==> src/rtl/score_pkg.sv <==
// Shared types, limits and BCD conversion helpers for the two-digit HUD score.
package score_pkg;

  typedef logic [3:0] bcd_digit_t;

  localparam int MAX_SCORE = 99;
  localparam int MAX_EVENT = 9;

  typedef enum logic {IDLE, BLINK} blink_state_t;

  function automatic logic [7:0] bin_to_bcd2(input logic [6:0] value);
    bcd_digit_t tens;
    bcd_digit_t ones;
    tens = 4'(value / 7'd10);
    ones = 4'(value % 7'd10);
    return {tens, ones};
  endfunction

  function automatic logic [6:0] bcd2_to_bin(input bcd_digit_t tens, input bcd_digit_t ones);
    return 7'({3'b000, tens} * 7'd10 + {3'b000, ones});
  endfunction

  // Event sizes above one decimal digit are capped so a single event never exceeds 9 points.
  function automatic bcd_digit_t clamp_event(input logic [3:0] value);
    return (value > 4'(MAX_EVENT)) ? 4'(MAX_EVENT) : value;
  endfunction

endpackage

==> src/rtl/score_blink_timer.sv <==
// Blink gate for the score digits: a burst of BLINK_TOGGLES half-periods
// started by a milestone, cancelled by clear.
module score_blink_timer
  import score_pkg::*;
#(
  parameter int BLINK_HALF    = 12_500_000,
  parameter int BLINK_TOGGLES = 6
) (
  input  logic clk,
  input  logic resetN,
  input  logic start,
  input  logic cancel,
  output logic display_on
);

  blink_state_t state_q;
  logic [23:0]  halfCnt_q;
  logic [3:0]   toggleCnt_q;
  logic         displayOn_q;

  // A new start during a burst restarts it from the beginning with the digits visible.
  always_ff @(posedge clk or negedge resetN) begin
    if (!resetN) begin
      state_q     <= IDLE;
      halfCnt_q   <= '0;
      toggleCnt_q <= '0;
      displayOn_q <= 1'b1;
    end else if (cancel) begin
      state_q     <= IDLE;
      halfCnt_q   <= '0;
      toggleCnt_q <= '0;
      displayOn_q <= 1'b1;
    end else if (start) begin
      state_q     <= BLINK;
      halfCnt_q   <= '0;
      toggleCnt_q <= '0;
      displayOn_q <= 1'b1;
    end else if (state_q == BLINK) begin
      if (halfCnt_q == 24'(BLINK_HALF - 1)) begin
        halfCnt_q   <= '0;
        displayOn_q <= ~displayOn_q;
        if (toggleCnt_q == 4'(BLINK_TOGGLES - 1)) begin
          state_q     <= IDLE;
          toggleCnt_q <= '0;
        end else begin
          toggleCnt_q <= toggleCnt_q + 4'd1;
        end
      end else begin
        halfCnt_q <= halfCnt_q + 24'd1;
      end
    end
  end

  assign display_on = displayOn_q;

endmodule

==> src/rtl/score_bcd_counter.sv <==
// Two-digit BCD score register clamped to 00..99, with sticky saturation flags,
// a tens-digit milestone pulse and the blink gate for the digit renderer.
module score_bcd_counter
  import score_pkg::*;
#(
  parameter int BLINK_HALF    = 12_500_000,
  parameter int BLINK_TOGGLES = 6,
  parameter int INIT_SCORE    = 0
) (
  input  logic       clk,
  input  logic       resetN,
  input  logic       clear,
  input  logic       add_req,
  input  logic [3:0] add_val,
  input  logic       sub_req,
  input  logic [3:0] sub_val,
  output logic [3:0] digit1,
  output logic [3:0] digit2,
  output logic       sat_hi,
  output logic       sat_lo,
  output logic       milestone,
  output logic       display_on
);

  localparam logic [7:0] INIT_BCD = bin_to_bcd2(7'(INIT_SCORE));

  bcd_digit_t        digit1_q, digit1_d;
  bcd_digit_t        digit2_q, digit2_d;
  logic              satHi_q, satHi_d;
  logic              satLo_q, satLo_d;
  logic              milestone_q, milestone_d;
  logic [6:0]        curVal;
  logic [6:0]        clampVal;
  logic signed [8:0] nextVal;
  logic [7:0]        nextBcd;

  // The score is handled in binary for the signed add/sub and converted back to BCD.
  always_comb begin
    curVal   = bcd2_to_bin(digit1_q, digit2_q);
    nextVal  = 9'(curVal)
             + 9'(add_req ? clamp_event(add_val) : 4'd0)
             - 9'(sub_req ? clamp_event(sub_val) : 4'd0);
    satHi_d  = satHi_q;
    satLo_d  = satLo_q;
    clampVal = nextVal[6:0];
    if (nextVal[8]) begin
      clampVal = 7'd0;
      satLo_d  = 1'b1;
    end else if (nextVal[7:0] > 8'(MAX_SCORE)) begin
      clampVal = 7'(MAX_SCORE);
      satHi_d  = 1'b1;
    end
    nextBcd     = bin_to_bcd2(clampVal);
    digit1_d    = nextBcd[7:4];
    digit2_d    = nextBcd[3:0];
    milestone_d = (digit1_d > digit1_q);
    if (clear) begin
      digit1_d    = INIT_BCD[7:4];
      digit2_d    = INIT_BCD[3:0];
      satHi_d     = 1'b0;
      satLo_d     = 1'b0;
      milestone_d = 1'b0;
    end
  end

  always_ff @(posedge clk or negedge resetN) begin
    if (!resetN) begin
      digit1_q    <= INIT_BCD[7:4];
      digit2_q    <= INIT_BCD[3:0];
      satHi_q     <= 1'b0;
      satLo_q     <= 1'b0;
      milestone_q <= 1'b0;
    end else begin
      digit1_q    <= digit1_d;
      digit2_q    <= digit2_d;
      satHi_q     <= satHi_d;
      satLo_q     <= satLo_d;
      milestone_q <= milestone_d;
    end
  end

  // The burst starts on the same edge that registers the milestone.
  score_blink_timer #(
    .BLINK_HALF   (BLINK_HALF),
    .BLINK_TOGGLES(BLINK_TOGGLES)
  ) u_blink (
    .clk       (clk),
    .resetN    (resetN),
    .start     (milestone_d),
    .cancel    (clear),
    .display_on(display_on)
  );

  assign digit1    = digit1_q;
  assign digit2    = digit2_q;
  assign sat_hi    = satHi_q;
  assign sat_lo    = satLo_q;
  assign milestone = milestone_q;

endmodule
==> config.mk <==
export PLATFORM = sky130hd
export DESIGN_NAME = score_bcd_counter
export DESIGN_NICKNAME = d
export VERILOG_FILES = /design/src/rtl/score_pkg.sv /design/src/rtl/score_blink_timer.sv /design/src/rtl/score_bcd_counter.sv
export SDC_FILE = /design/constraint.sdc
export NUM_CORES = 1
export LEC_CHECK = 0
export ABC_AREA = 1
export CAP_MARGIN = 25
export CELL_PAD_IN_SITES_DETAIL_PLACEMENT = 0
export CELL_PAD_IN_SITES_GLOBAL_PLACEMENT = 1
export CORE_MARGIN = 5
export CORE_UTILIZATION = 40
export DETAILED_ROUTE_END_ITERATION = 8
export PLACE_DENSITY = 0.72
export SYNTH_ARGS = -nofsm -noshare
export SYNTH_HDL_FRONTEND = slang
export SYNTH_SLANG_ARGS = --single-unit
==> constraint.sdc <==
create_clock -name clk -period 8.9 [get_ports clk]
set_input_delay 1.78 -clock clk [delete_from_list [all_inputs] [get_ports clk]]
set_output_delay 1.78 -clock clk [all_outputs]
set_load 0.02 [all_outputs]
==> results.yml <==
worst_setup_path:
  crit_family: "simple AND/OR/NAND/NOR gates"
  worstPathMaxFanout: 21
  critPathLaunchType: "input port"
  reg2reg_to: "u_blink.halfCnt_q[6]"
  setup.worst_path.start: "sub_val[2]"
  crit_end: "u_blink.halfCnt_q[6]"
  cp_common_cell: "nand2_1"
  crit_path_max_incr_delay_ps: 540
  cp.arrival_ps: 8180
  cp-end-kind: "register"
  r2r_cells: 44
  path_buf_inv: 8
  path_depth: 38
  crit_required_ps: 9110
  r2r_start: "digit1[1]"
  r2r_setup_slack_ps: 1910
  critPathSlowestCell: "fa_1"
  crit_type: "input port to register"
synth:
  ys_seq_area_share_pct: 30.10
  synth_area_per_cell_sq_um: 7.232
  synthArstFlopShare_pct: 100.0
  synth-seq-cells: 41
  ys_warn_count: 0
  yosys_most_used_dff: "dfrtp_1"
  ys_types: 37
  synth_nets: 515
  syn_inst: 472
  synth_area_sq_um: 3413
  synth_edf_count: 0
drt:
  ant_nets: 0
  dr.first_iter.drc_count: 171
  vias: 3013
  vias_per_cell: 4.956
  first_pass_iters: 4
  wl_um: 7827
  drc_errors: 0
  wl_per_cell_um: 12.87
final_layout:
  final_core_util_pct: 47.20
  regArea_sq_um: 1027
  syn_to_final_growth_pct: 14.19
  layout-drive-gt1-share_pct: 12.72
  multiInputGateArea_sq_um: 2033
  nets: 545
  num-fill-cells: 854
  diodes: 0
die:
  die_area_sq_um: 10480
  die_w_um: 102.4
  num_rows: 33
  io_pins: 25
  start_util_pct: 41.33
  die_y_um: 102.4
  core_sq_um: 8258
sta:
  min_period_ps: 7968
  clock.fmax_mhz: 125.5
  finalCritPeriodShare_pct: 89.53
  worst_pin_slew_ps: 474.0
  finClkSkew_ps: 10.40
  slew_headroom_pct: 68.11
  fin_ws_ps: 932.0
  rsz0062_at_grt: "no"
  final_max_slew_viol_count: 0
  tns_ps: 0
  final-setup-viol-count: 0
  hold_viol_final: 0
clock_tree:
  htreeDepth: 2
  cts_num_sinks: 41
  cts_buffer_depth: 2
  cts_tree: "done"
  cts-hold-fix-buffers: 0
  clkSlewWorstSetupHoldPaths_ps: 80
  cts_root_buffer: "clkbuf_8"
  clock_latency_ps: 290
  cts_buffers: 5
outcome:
  status: "completed"
placement:
  io_buffer_count: 24
  place.gp.congestion: 0.8386
  hpwl_um: 6290
  pre_cts_slack_ps: 396.5
global_route:
  grt_first_pass_wirelength_um: 13160
  grt_start_max_net_pins: 42
  grt-ovfl-total: 0
  track_usage_pct: 15.83
  antenna_found_initial: 0
  grt_pass1_vias: 2796
hold_path:
  hp-class: "register to register"
run:
  drv_cap: 0
[cell usage in the layout (no fill, tap or decap), types with 4 or more instances in the layout]
cell type        synthesis  final
nand2_4                  6      6
xor2_1                   7      7
clkbuf_8                 0      6
inv_2                   10     10
nor2_1                  33     33
nand3_2                  7      7
nand4_1                 13     13
nor4_1                   7      7
a21oi_1                 29     29
fa_1                     6      6
nand2_1                 98     98
ha_1                    24     24
dfrtp_1                 40     40
clkdlybuf4s50_1          0     23
nor2_2                   5      5
nand3_1                 31     31
o21ai_0                 24     24
a31oi_1                  4      4
nand2_2                 16     16
nor3_1                   9      9
inv_1                   79     78
[layout make-up]
cell class	count	share of cell area [%]
repair buffers	27	6.934
multi-input cells	337	52.17
well taps	105	3.371
clock inverters	1	0.1926
inverters	90	8.764
flip-flops and latches	41	26.36
clock buffers	7	2.215
[synthesized netlist by cell type, types with 2 or more instances]
| cell | n | area, sq um |
|---|---|---|
| nand2_1 | 98 | 367.9 |
| inv_1 | 79 | 296.5 |
| dfrtp_1 | 40 | 1001 |
| nor2_1 | 33 | 123.9 |
| nand3_1 | 31 | 155.2 |
| a21oi_1 | 29 | 145.1 |
| ha_1 | 24 | 300.3 |
| o21ai_0 | 24 | 120.1 |
| nand2_2 | 16 | 100.1 |
| nand4_1 | 13 | 81.33 |
| inv_2 | 10 | 37.54 |
| nor3_1 | 9 | 45.04 |
| nand3_2 | 7 | 70.07 |
| nor4_1 | 7 | 43.79 |
| xor2_1 | 7 | 61.31 |
| fa_1 | 6 | 120.1 |
| nand2_4 | 6 | 67.56 |
| nor2_2 | 5 | 31.28 |
| a31oi_1 | 4 | 25.02 |
| clkbuf_1 | 4 | 15.01 |
| nand3_4 | 2 | 35.03 |
| nand3b_1 | 2 | 15.01 |
| nor2_4 | 2 | 22.52 |
[routing by layer]
metal | part of all wire (%) | track usage [%] | vias to the layer above
met2 | 43 | 24.14 | 43
met5 | 0 | 0 | -
met3 | 3.6 | 2.526 | 9
met4 | 0.65 | 2.725 | 0
met1 | 53 | 23.90 | 1366
li1 | - | - | 1595
[flip-flops by register name, summed over array words and instances, names as in the netlist]
register             flops
sat_lo                   1
u_blink.state_q          1
sat_hi                   1
digit2                   4
digit1                   4
milestone                1
u_blink.display_on       1
u_blink.halfCnt_q       24
u_blink.toggleCnt_q      4
[logic make-up (layout without fill, tap and decap cells)]
group / count (synthesis) / after routing / synth area share (%)
AND/OR/NAND/NOR: 232 / 232 / 34.16
XOR/XNOR: 8 / 8 / 2.053
buffers and inverters: 94 / 125 / 10.34
multiplexers: 1 / 1 / 0.2933
adder cells (fa/ha/maj): 30 / 30 / 12.32
flip-flops: 41 / 41 / 30.10
AO/OA/AOI/OAI: 66 / 66 / 10.74
[repair_timing]
item	CTS	global route
setup buffers	0	0
gates resized for setup	0	1
endpoints found under the setup margin	0	1
[worst min-delay path by stage]
stage | from | endpoint | cells past startpoint
finish | u_blink.halfCnt_q[0] | u_blink.halfCnt_q[0] | 1
CTS | u_blink.halfCnt_q[0] | u_blink.halfCnt_q[0] | 1
global route | sat_lo | sat_lo | 2
detailed placement | u_blink.halfCnt_q[1] | u_blink.halfCnt_q[1] | 1
floorplan | u_blink.halfCnt_q[0] | u_blink.halfCnt_q[0] | 1
global placement | u_blink.halfCnt_q[0] | u_blink.halfCnt_q[0] | 1
[per-stage QoR]
step / hold WS [ps] / cells / area, sq um
after floorplan: 478.5 / 472 / 3413
after detailed placement: 511.6 / 599 / 3780
after CTS: 523.3 / 607 / 3874
final: 520.0 / 608 / 3897
after global placement: 504.9 / 599 / 3780
after global routing: 555.4 / 608 / 3897
[worst reg2reg max path, delay by kind of cell (launching register included)]
| kind | cells | cell delay (ps) |
|---|---|---|
| adder cells (fa/ha/maj) | 6 | 1790 |
| flip-flops | 1 | 470 |
| buffers and inverters | 8 | 820 |
| AO/OA/AOI/OAI | 5 | 1020 |
| AND/OR/NAND/NOR | 25 | 2810 |
Power is not shown: default switching activity piles up to over one toggle a cycle in this logic, so the estimate is an artifact.
